**src/rtl/mem_arbiter2.sv**
```systemverilog
// Two-master round-robin arbiter for the shared line-wide memory port.
// The grant is held until the owner's captured read/write complete; a watchdog flags long grants.
module mem_arbiter2 #(
  parameter int ADDR_WIDTH = 64,
  parameter int LINE_WIDTH = 128,
  parameter int TIMEOUT    = 1024
) (
  input  logic                    clk,
  input  logic                    rstn,
  input  logic [ADDR_WIDTH-1:0]   m0_raddr,
  input  logic                    m0_ren,
  output logic [LINE_WIDTH-1:0]   m0_rdata,
  output logic                    m0_rvalid,
  input  logic [ADDR_WIDTH-1:0]   m0_waddr,
  input  logic                    m0_wen,
  input  logic [LINE_WIDTH-1:0]   m0_wdata,
  input  logic [LINE_WIDTH/8-1:0] m0_wmask,
  output logic                    m0_wvalid,
  input  logic [ADDR_WIDTH-1:0]   m1_raddr,
  input  logic                    m1_ren,
  output logic [LINE_WIDTH-1:0]   m1_rdata,
  output logic                    m1_rvalid,
  input  logic [ADDR_WIDTH-1:0]   m1_waddr,
  input  logic                    m1_wen,
  input  logic [LINE_WIDTH-1:0]   m1_wdata,
  input  logic [LINE_WIDTH/8-1:0] m1_wmask,
  output logic                    m1_wvalid,
  output logic [ADDR_WIDTH-1:0]   s_raddr,
  output logic                    s_ren,
  output logic [ADDR_WIDTH-1:0]   s_waddr,
  output logic                    s_wen,
  output logic [LINE_WIDTH-1:0]   s_wdata,
  output logic [LINE_WIDTH/8-1:0] s_wmask,
  input  logic [LINE_WIDTH-1:0]   s_rdata,
  input  logic                    s_rvalid,
  input  logic                    s_wvalid,
  output logic [1:0]              grant,
  output logic                    err_timeout
);

  localparam int WD_W = $clog2(TIMEOUT + 1);
  localparam logic [WD_W-1:0] WD_MAX = WD_W'(TIMEOUT);

  // State codes double as the one-hot grant vector.
  localparam logic [1:0] IDLE = 2'b00;
  localparam logic [1:0] GNT0 = 2'b01;
  localparam logic [1:0] GNT1 = 2'b10;

  logic [1:0]      state, state_nxt;
  logic            last;
  logic            pend_r, pend_w;
  logic            err_q;
  logic [WD_W-1:0] wdog;

  logic sel0, sel1;
  logic own_ren, own_wen;
  logic req0, req1;
  logic rdone, wdone;

  assign sel0    = (state == GNT0);
  assign sel1    = (state == GNT1);
  assign own_ren = (sel0 & m0_ren) | (sel1 & m1_ren);
  assign own_wen = (sel0 & m0_wen) | (sel1 & m1_wen);
  assign req0    = m0_ren | m0_wen;
  assign req1    = m1_ren | m1_wen;
  assign rdone   = s_rvalid & pend_r;
  assign wdone   = s_wvalid & pend_w;

  always_comb begin
    state_nxt = state;
    case (state)
      IDLE: begin
        // last==1 means master 0 has priority on a tie.
        if (req0 && (!req1 || last))
          state_nxt = GNT0;
        else if (req1)
          state_nxt = GNT1;
      end
      default: begin
        if (!(own_ren || own_wen))
          state_nxt = IDLE;
        else if (!(pend_r && !rdone) && !(pend_w && !wdone))
          state_nxt = IDLE;
      end
    endcase
  end

  always_ff @(posedge clk or negedge rstn) begin
    if (!rstn) begin
      state  <= IDLE;
      last   <= 1'b1;
      pend_r <= 1'b0;
      pend_w <= 1'b0;
      wdog   <= '0;
      err_q  <= 1'b0;
    end else begin
      state <= state_nxt;
      if (state == IDLE) begin
        wdog <= '0;
        if (state_nxt == GNT0) begin
          last   <= 1'b0;
          pend_r <= m0_ren;
          pend_w <= m0_wen;
        end else if (state_nxt == GNT1) begin
          last   <= 1'b1;
          pend_r <= m1_ren;
          pend_w <= m1_wen;
        end
      end else begin
        if (state_nxt == IDLE) begin
          pend_r <= 1'b0;
          pend_w <= 1'b0;
        end else begin
          pend_r <= pend_r & ~rdone;
          pend_w <= pend_w & ~wdone;
        end
        if (wdog != WD_MAX)
          wdog <= wdog + 1'b1;
        if (wdog == WD_MAX - 1'b1)
          err_q <= 1'b1;
      end
    end
  end

  assign grant       = state;
  assign err_timeout = err_q;

  // Only the owner's request lines reach memory, and only for captured operations.
  assign s_raddr = sel0 ? m0_raddr : (sel1 ? m1_raddr : '0);
  assign s_waddr = sel0 ? m0_waddr : (sel1 ? m1_waddr : '0);
  assign s_wdata = sel0 ? m0_wdata : (sel1 ? m1_wdata : '0);
  assign s_wmask = sel0 ? m0_wmask : (sel1 ? m1_wmask : '0);
  assign s_ren   = own_ren & pend_r;
  assign s_wen   = own_wen & pend_w;

  assign m0_rdata  = sel0 ? s_rdata : '0;
  assign m1_rdata  = sel1 ? s_rdata : '0;
  assign m0_rvalid = sel0 & rdone;
  assign m1_rvalid = sel1 & rdone;
  assign m0_wvalid = sel0 & wdone;
  assign m1_wvalid = sel1 & wdone;

endmodule
```
**config.mk**
```make
export PLATFORM = sky130hd
export DESIGN_NAME = mem_arbiter2
export DESIGN_NICKNAME = d
export VERILOG_FILES = /design/src/rtl/mem_arbiter2.sv
export SDC_FILE = /design/constraint.sdc
export NUM_CORES = 1
export LEC_CHECK = 0
export CAP_MARGIN = 20
export CORE_AREA = 8 8 472 474
export CTS_BUF_LIST = sky130_fd_sc_hd__clkbuf_4
export DETAILED_ROUTE_END_ITERATION = 6
export DIE_AREA = 0 0 480 482
export GPL_ROUTABILITY_DRIVEN = 0
export PLACE_DENSITY = 0.3
export SYNTH_ARGS = -nofsm -noshare
export SYNTH_HDL_FRONTEND = slang
export SYNTH_SLANG_ARGS = --single-unit
```
**constraint.sdc**
```tcl
create_clock -name clk -period 2.06 [get_ports clk]
set_clock_uncertainty 0.15 [all_clocks]
set_input_delay 0.412 -clock clk [delete_from_list [all_inputs] [get_ports clk]]
set_output_delay 0.412 -clock clk [all_outputs]
set_load 0.02 [all_outputs]
```
==> impl_metrics.py <==
metrics = {
    "yosys": {
        "synth_edf_count": 0,
        "synth.distinct_cells": 39,
        "synth_nets": 1421,
        "yosysWarnings": 0,
        "yosysSeqAreaShare_pct": 7.77,
        "yosys_most_used_dff": "dfrtp_1",
        "synthCells": 736,
        "async_flop_share_pct": 100,
        "syn_area_per_cell_um2": 7.46,
        "synth_area_mm2": 0.00549,
        "ys_seq_elements": 17,
    },
    "pwr": {
        "seqPwrFrac_pct": 1.4,
        "power.leakage_nw": 11.3,
        "switching_share_pct": 49.7,
        "p_clk_share_pct": 0.6,
        "finalPower_w": 0.0364,
        "combPwrFrac_pct": 98.1,
        "power.density_mw_per_mm2": 1280,
        "vdd_drop_max_v": 0.000593,
        "p_switching_w": 0.0181,
        "p_int_w": 0.0183,
    },
    "setup_path": {
        "required_ns": 1.50,
        "endpoint_kind": "output port",
        "critPathMaxStageDelay_ns": 0.44,
        "criticalPathCategory": "register to output port",
        "cp_max_fo": 16,
        "crit_family": "buffers and inverters",
        "crit_slowest_cell": "dfrtp_2",
        "critPathBufInv": 4,
        "start_kind": "register",
        "cp_cell_sequence": "nor2b_4, buf_12, buf_16, buf_12, a22o_1, buf_12",
        "cp.arrival_ns": 2.02,
        "crit_top_cell": "buf_12",
    },
    "sta": {
        "hold_viol": 0,
        "period_share_pct": 125,
        "rsz0062_at_grt": "yes",
        "fin_ws_ns": -0.520,
        "fin_crit_ns": 2.58,
        "fmax_mhz": 388,
        "finalSetupViolations": 537,
        "slew_violations": 0,
        "tightest_slew_ns": 0.372,
        "slew_headroom_pct": 75.2,
    },
    "cells_and_area": {
        "fill_cells": 24500,
        "regArea_um2": 429,
        "multiInputGateArea_mm2": 0.00598,
        "final_cell_mix": "clkdlybuf4s50_1, buf_12, and2_1",
        "layout_commonest_cell": "clkdlybuf4s50_1",
        "fin_nets": 2789,
        "areaGrowthSynthToFinish_pct": 419,
        "drive_gt1_share_pct": 46.3,
        "utilization_pct": 13.2,
    },
    "clocking": {
        "clk_root_buffer_cell": "clkbuf_4",
        "cts_tree": "yes",
        "hold_buffers": 0,
        "cts_buffer_depth": 2,
        "clk-insertion-delay-late_ns": 0.30,
        "clk_pin_slew_ns": 0.11,
        "htreeDepth": 1,
        "cts_sinks": 17,
        "numCtsBuffers": 3,
    },
    "run": {
        "cap_viol_max_count": 0,
    },
    "placement": {
        "portBuffers": 1216,
        "dp_slack_ns": -0.840,
        "post-dp-hpwl_mm": 187,
    },
    "die": {
        "initial_core_util_pct": 2.55,
        "io_pins": 1217,
        "core_region_area_mm2": 0.216,
        "die_width_um": 480,
        "rows": 171,
        "die-area_mm2": 0.231,
        "die_y_um": 482,
    },
    "detailed_routing": {
        "via_per_inst": 2.68,
        "drtAntennaViolNets": 0,
        "wl_mm": 202,
        "vias": 13400,
        "wl_per_cell_um": 40.5,
        "drc_errors": 0,
        "drtIter0Drc": 657,
        "firstDrtPassIters": 5,
    },
    "global_routing": {
        "track_usage_pct": 16.2,
        "grt.overflow.total": 0,
        "grt_pass1_vias": 13400,
        "grt_pass1_wl_mm": 228,
        "grt_max_degree": 32,
        "grt_antenna_before_repair": 219,
    },
    "outcome": {
        "status": "finished, violations left",
        "violations": "setup timing",
    },
    "worst_hold_path": {
        "hold_class": "primary input to async pin",
    },
}
[area by class of cell]
class / count / share of cell area [%]
antenna: 34 / 0.298
sequential: 17 / 1.50
inverter: 6 / 0.0790
timing repair buffer: 1456 / 64.5
multi-input combinational: 620 / 21.0
tap: 2854 / 12.5
clock buffer: 4 / 0.105
[repair_timing]
item                                    CTS  global route
buffers inserted                         25            26
resized for setup                       668           416
endpoints found under the setup margin  536           537
pin swaps                                26            38
gates cloned                             11            19
[cells in the mapped netlist, drive strengths merged, types with 2 or more instances]
library cell  count  area (um^2)
a22o            274         2400
and2            256         1600
buf              62          313
clkbuf           31          116
dfrtp            16          400
nand2            10         37.5
nand3             8         40.0
o31ai             8         60.1
inv               6         22.5
o21ai             6         30.0
and3              5         31.3
ha                5         62.6
nor2              5         18.8
or4               5         41.3
a21oi             4         20.0
nor2b             4         25.0
nand2b            3         18.8
nor3              3         26.3
nor4              3         18.8
or2               3         18.8
a211oi            2         15.0
a22oi             2         15.0
nand4             2         27.5
xor2              2         17.5
[power groups by stage]
| stage | sequential [W] | combinational [W] | clock [W] |
|---|---|---|---|
| after detailed placement | 0.000503 | 0.0314 | 0 |
| after global routing | 0.000509 | 0.0374 | 0.000227 |
| after floorplan | 0.000493 | 0.00945 | 0 |
| after CTS | 0.000498 | 0.0334 | 0.000214 |
| final | 0.000500 | 0.0357 | 0.000204 |
| after global placement | 0.000504 | 0.0316 | 0 |
[flip-flops by register name (all words and copies together) (netlist names)]
name / count
wdog: 11
grant: 2
err_timeout: 1
last: 1
pend_r: 1
pend_w: 1
[through the flow]
| stage | area [um^2] | hold WS (ns) | instances | setup TNS (ns) |
|---|---|---|---|---|
| after floorplan | 5510 | -0.0336 | 736 | 0 |
| after global placement | 25600 | 0.325 | 4880 | -115.66 |
| after detailed placement | 25600 | 0.321 | 4880 | -119.99 |
| after CTS | 26600 | 0.288 | 4920 | -249.07 |
| after global routing | 28400 | 0.287 | 4959 | -244.46 |
| final | 28500 | 0.283 | 4991 | -201.94 |
[layer usage]
layer  global-route usage [%]  part of all wire [%]  vias to the layer above
met5                        0                  0.20                        -
met4                     1.45                   1.7                       66
met3                     8.99                    14                      294
met2                     27.6                    46                     1159
met1                     18.5                    38                     6253
li1                         -                     -                     5596
[cell families after synthesis]
group,count (synthesis),share of synthesized area (%)
AOI/OAI and AO/OA,301,47.0
xor gates and xnor gates,2,0.319
adders and majority gates,5,1.14
buffers and inverters,99,8.22
DFF,17,7.77
muxes,1,0.182
and+or+nand+nor,311,35.4
[path summary, 6_finish.rpt]
kind                             startpoint     endpoint  slack, ns  cells past startpoint
worst max-delay path               grant[1]  s_raddr[25]      -0.52                      6
worst max register to register     grant[1]       pend_w      -0.26                      8
max in group asynchronous              rstn         last       1.21                      2
worst min-delay path                   rstn      wdog[8]       0.28                      2
min in group clk                err_timeout  err_timeout       0.36                      2
worst min register to register  err_timeout  err_timeout       0.36                      2
[worst register-to-register path: cells and delay by family (launching register included)]
family / cells / cell delay [ns]
AO/OA/AOI/OAI: 3 / 0.50
adder cells (fa/ha/maj): 1 / 0.20
buffers and inverters: 1 / 0.17
AND/OR/NAND/NOR: 3 / 0.78
flip-flops: 1 / 0.47
(Power assumes the default switching activity.)
